==> config.mk <==
export PLATFORM = sky130hd
export DESIGN_NAME = serial_add_ctrl_flat
export DESIGN_NICKNAME = d
export VERILOG_FILES = /design/src/rtl/serial_add_ctrl_if.sv /design/src/rtl/serial_add_ctrl.sv /design/src/flat_wrapper.sv
export SDC_FILE = /design/constraint.sdc
export NUM_CORES = 1
export LEC_CHECK = 0
export CAP_MARGIN = 20
export CELL_PAD_IN_SITES_DETAIL_PLACEMENT = 0
export CELL_PAD_IN_SITES_GLOBAL_PLACEMENT = 1
export CORE_UTILIZATION = 40
export DETAILED_ROUTE_END_ITERATION = 8
export PLACE_DENSITY = 0.78
export SLEW_MARGIN = 10
export SYNTH_ARGS = -nofsm -noshare
export SYNTH_HDL_FRONTEND = slang
export SYNTH_SLANG_ARGS = --single-unit
==> constraint.sdc <==
create_clock -name clk -period 1.6 [get_ports clk]
set_input_delay 0.32 -clock clk [delete_from_list [all_inputs] [get_ports clk]]
set_output_delay 0.32 -clock clk [all_outputs]
set_load 0.02 [all_outputs]
==> src/rtl/serial_add_ctrl_if.sv <==
// serial_add_ctrl_if: start/done requester handshake carrying operands and the registered result.
interface serial_add_if #(parameter int WIDTH = 8);
    logic             start;
    logic [WIDTH-1:0] a;
    logic [WIDTH-1:0] b;
    logic             cin_init;
    logic             busy;
    logic             done;
    logic [WIDTH-1:0] sum;
    logic             cout;
    modport master (output start, a, b, cin_init, input busy, done, sum, cout);
    modport slave (input start, a, b, cin_init, output busy, done, sum, cout);
endinterface

==> src/rtl/serial_add_ctrl.sv <==
// serial_add_ctrl: LSB-first bit-serial adder that time-shares one external fulladder cell,
// holding the carry in c_q between bits.
module serial_add_ctrl #(
    parameter int WIDTH = 8
) (
    input  logic     clk,
    input  logic     rst,
    serial_add_if.slave bus,
    output logic     fa_x,
    output logic     fa_y,
    output logic     fa_cin,
    input  logic     fa_result,
    input  logic     fa_cout
);
    localparam int CW = $clog2(WIDTH) + 1;

    typedef enum logic [1:0] {IDLE, RUN, DONE} state_t;

    state_t           state;
    state_t           state_nx;
    logic [WIDTH-1:0] a_sh;
    logic [WIDTH-1:0] b_sh;
    logic [WIDTH-1:0] s_sh;
    logic [WIDTH-1:0] s_nx;
    logic             c_q;
    logic [CW-1:0]    cnt;
    logic             load;
    logic             last;

    assign last = cnt == CW'(WIDTH - 1);
    // shift form keeps WIDTH=1 legal where a [WIDTH-1:1] slice would not be
    assign s_nx = (s_sh >> 1) | (WIDTH'(fa_result) << (WIDTH - 1));

    assign fa_x     = state == RUN ? a_sh[0] : 1'b0;
    assign fa_y     = state == RUN ? b_sh[0] : 1'b0;
    assign fa_cin   = state == RUN ? c_q : 1'b0;
    assign bus.busy = state == RUN;
    assign bus.done = state == DONE;

    always_comb begin
        state_nx = state;
        load     = 1'b0;
        case (state)
            IDLE: begin
                load     = bus.start;
                state_nx = bus.start ? RUN : IDLE;
            end
            RUN:     state_nx = last ? DONE : RUN;
            DONE: begin
                load     = bus.start;
                state_nx = bus.start ? RUN : IDLE;
            end
            default: state_nx = IDLE;
        endcase
    end

    always_ff @(posedge clk or posedge rst) begin
        if (rst) state <= IDLE;
        else state <= state_nx;
    end

    always_ff @(posedge clk or posedge rst) begin
        if (rst) begin
            a_sh     <= '0;
            b_sh     <= '0;
            s_sh     <= '0;
            c_q      <= 1'b0;
            cnt      <= '0;
            bus.sum  <= '0;
            bus.cout <= 1'b0;
        end else if (load) begin
            a_sh <= bus.a;
            b_sh <= bus.b;
            s_sh <= '0;
            c_q  <= bus.cin_init;
            cnt  <= '0;
        end else if (state == RUN) begin
            a_sh <= a_sh >> 1;
            b_sh <= b_sh >> 1;
            s_sh <= s_nx;
            c_q  <= fa_cout;
            cnt  <= cnt + 1'b1;
            if (last) begin
                bus.sum  <= s_nx;
                bus.cout <= fa_cout;
            end
        end
    end
endmodule
==> src/flat_wrapper.sv <==
// flat-port wrapper written by rule: the top's interface ports become plain ports
module serial_add_ctrl_flat 
#(
    parameter int WIDTH = 8
)
  (clk, rst, fa_x, fa_y, fa_cin, fa_result, fa_cout, bus_start, bus_a, bus_b, bus_cin_init, bus_busy, bus_done, bus_sum, bus_cout);
  serial_add_if #(.WIDTH(WIDTH)) bus_i ();
  input  logic clk;
  input  logic rst;
  output logic fa_x;
  output logic fa_y;
  output logic fa_cin;
  input  logic fa_result;
  input  logic fa_cout;
  input wire logic [$bits(bus_i.start)-1:0] bus_start;
  input wire logic [$bits(bus_i.a)-1:0] bus_a;
  input wire logic [$bits(bus_i.b)-1:0] bus_b;
  input wire logic [$bits(bus_i.cin_init)-1:0] bus_cin_init;
  output wire logic [$bits(bus_i.busy)-1:0] bus_busy;
  output wire logic [$bits(bus_i.done)-1:0] bus_done;
  output wire logic [$bits(bus_i.sum)-1:0] bus_sum;
  output wire logic [$bits(bus_i.cout)-1:0] bus_cout;
  assign bus_i.start = bus_start;
  assign bus_i.a = bus_a;
  assign bus_i.b = bus_b;
  assign bus_i.cin_init = bus_cin_init;
  assign bus_busy = bus_i.busy;
  assign bus_done = bus_i.done;
  assign bus_sum = bus_i.sum;
  assign bus_cout = bus_i.cout;
  serial_add_ctrl #(.WIDTH(WIDTH)) u_core (.clk(clk), .rst(rst), .bus(bus_i), .fa_x(fa_x), .fa_y(fa_y), .fa_cin(fa_cin), .fa_result(fa_result), .fa_cout(fa_cout));
endmodule
==> metrics.txt <==
status=complete, no violations; Max VDD drop=0.792 mV; CP max-delay cell=dfrtp_1; Critical Path Most Common Cell=buf_4; Max Cap Viol=0; CP Cell Sequence=nor2b_4, buf_4, and2_1, buf_4; antenna violations before repair=0; Crit path largest cell delay=0.38 ns; CP delay by family, top=flip-flops; hold_ws=0.381 ns; Layout Nets=190; GRT overflow=0; die outline width=66.2 um; Internal=2.88 mW; crit share post-route=96.6%; CP arrival=1.23 ns; Std-Cell Rows=22; drt initial violations=84; Post-DRT Antenna Nets=0; Gate power share=46.5%; Clock Skew=0.00466 ns; Post-Syn Area=0.00165 sq mm; Hold Vio Cnt, Final=0; H-tree Lvls=2; Pins Over Slew Limit=0; static leakage=1.20 nW; first-pass GRT wire length=5060 um; IO Count=36; Clk pwr share=14.2%; Hold Path Class=input port to async pin; Tightest Pin Transition=0.267 ns; Slew headroom=82.1%; TNS Setup=0 ns; final setup vio count=0; Synth Net Count=143; Clock transition at path regs=0.07 ns; largest net degree at the start of global routing=40; P_sw=1.46 mW; Worst setup SP type=flop; Die ar.=0.00438 sq mm; switching part of the total=33.6%; IO buf count=35; CP Max Fanout=3; DR WL/cell=13.8 um; number of iterations in the first detailed-routing pass=3; Starting Density=43.4%; GRT Total Usage=16.1%; Routability Congestion=0.772; Antenna Diode Count=0; CTS tree=done; Vias per Instance=5.16; Mapped Avg Cell Area=13.7 sq um; CTS max path bufs=2; Max Clock Freq=647 MHz; r2r setup slk=0.07 ns; number of clock sinks=39; RSZ-0062 raised after global routing=false; DRC violations left=0; Pwr Density=1950 mW/mm^2; area grow syn2layout=35.0%; via count=1115; critical path type=flop to output port; Root Buffer=clkbuf_8; Reg power frac=39.3%; sequential-to-total area share from yosys stat=59.2%; yosys warns=0; endpoint type of the worst setup path=output port; Post-CTS Hold Fix Bufs=0; crit path time final=1.55 ns; latest clock arrival within the worst-skew pair=0.28 ns; total wire length=2980 um; vias in the first global route=1189; layout cell share with drive strength beyond 1=23.8%; Num CTS Buffers=5; Worst Path Required=1.28 ns; library cells used by synthesis=21; #FFs+latches synth=39; hpwl dp=2210 um; Syn Inst Count=120; Core Box Area=0.00380 sq mm; Crit path buffers/inverters=2; chip height=66.2 um
## state kept, by name (all words and copies together), names as in the netlist
signal           cells
u_core.cnt           4
u_core.s_sh          7
u_core.a_sh          8
u_core.state         2
u_core.bus.sum       8
u_core.bus.cout      1
u_core.b_sh          8
u_core.c_q           1
## layout make-up
type,instances,area [sq um]
fillers,311,1570
flip-flops and latches,39,976
multi-input cells,71,616
repair buffers,49,487
clock buffers,5,68.8
well taps,48,60.1
clock inverters,3,15.0
inverters,1,3.75
## worst register-to-register path, cell delays in order, from the launching register on
cell	delay (ns)
dfrtp_1	0.40
nor2b_4	0.14
buf_6	0.13
nor3b_2	0.27
buf_12	0.18
mux2_4	0.30
## power by group through the flow
stage | sequential [mW] | clock [mW] | combinational, mW
floorplan | 1.80 | 0 | 1.22
global placement | 1.71 | 0 | 2.02
detailed placement | 1.73 | 0 | 2.07
CTS | 1.71 | 0.640 | 2.05
global route | 1.77 | 0.681 | 2.21
finish | 1.71 | 0.616 | 2.01
## what timing repair did
item,in CTS,in global routing
resized for setup,19,14
endpoints found under the setup margin,5,23
buffers inserted,0,0
## worst paths after layout
check	cells after the start	to	start
max in group asynchronous	3	u_core.a_sh[4]	rst
max reg2reg	5	u_core.bus.sum[5]	u_core.state[1]
min reg2reg	1	u_core.a_sh[0]	u_core.a_sh[0]
min in group clk	1	u_core.a_sh[0]	u_core.a_sh[0]
max	4	fa_y	u_core.state[0]
min	3	u_core.bus.sum[1]	rst
## kinds of logic (layout without fill, tap and decap cells)
logic type / count (synthesis) / after routing / synth area share [%]
flops: 39 / 39 / 59.2
buf+inv: 10 / 58 / 3.94
compound gates: 39 / 39 / 19.0
fa+ha+maj: 1 / 1 / 0.759
mux: 14 / 14 / 11.3
simple gates: 17 / 17 / 5.77
## synth_stat cells (all sizes together)
cell type | number | share of area (%)
a21o | 13 | 5.9
a22o | 23 | 12
and2 | 3 | 1.1
buf | 8 | 3.5
clkbuf | 1 | 0.23
dfrtp | 39 | 59
ha | 1 | 0.76
inv | 1 | 0.23
mux2 | 10 | 8.9
mux2i | 4 | 2.4
nand2 | 7 | 1.6
nand2b | 1 | 0.38
nand4 | 1 | 0.38
nor2 | 1 | 0.23
nor2b | 3 | 1.3
nor3b | 1 | 0.76
o21ai | 3 | 0.91
## metal layers
layer  track usage [%]  vias up  routed length, um
li1                  -      526                  -
met1              17.5      558               1270
met3              3.79        4                134
met5                 0        -                  0
met4              7.98        0                 48
met2              29.1       27               1520
## metrics by stage
step	util [%]	std cells	power (mW)	area, sq um	worst slack (ns)
2_1_floorplan	-	120	3.03	1650	0.212
3_3_place_gp	56.0	208	3.73	2130	-0.104
3_5_place_dp	56.0	208	3.80	2130	-0.103
4_1_cts	58.0	216	4.40	2200	0.00816
5_1_grt	58.6	216	4.66	2230	0.000838
6_report	58.6	216	4.34	2230	0.0539
## cells in the final DEF (no fill, tap or decap), types with 2 or more instances in the layout
master           count
dfrtp_1             39
clkinv_2             3
mux2i_1              4
buf_4               14
clkdlybuf4s50_1     22
o21ai_0              3
nor2b_1              2
a22o_1              23
and2_1               3
dlymetal6s2s_1       8
a21o_1              13
nand2_1              7
clkbuf_8             5
buf_12               2
mux2_4               9
Note: power is estimated with default switching activity, not from simulation.
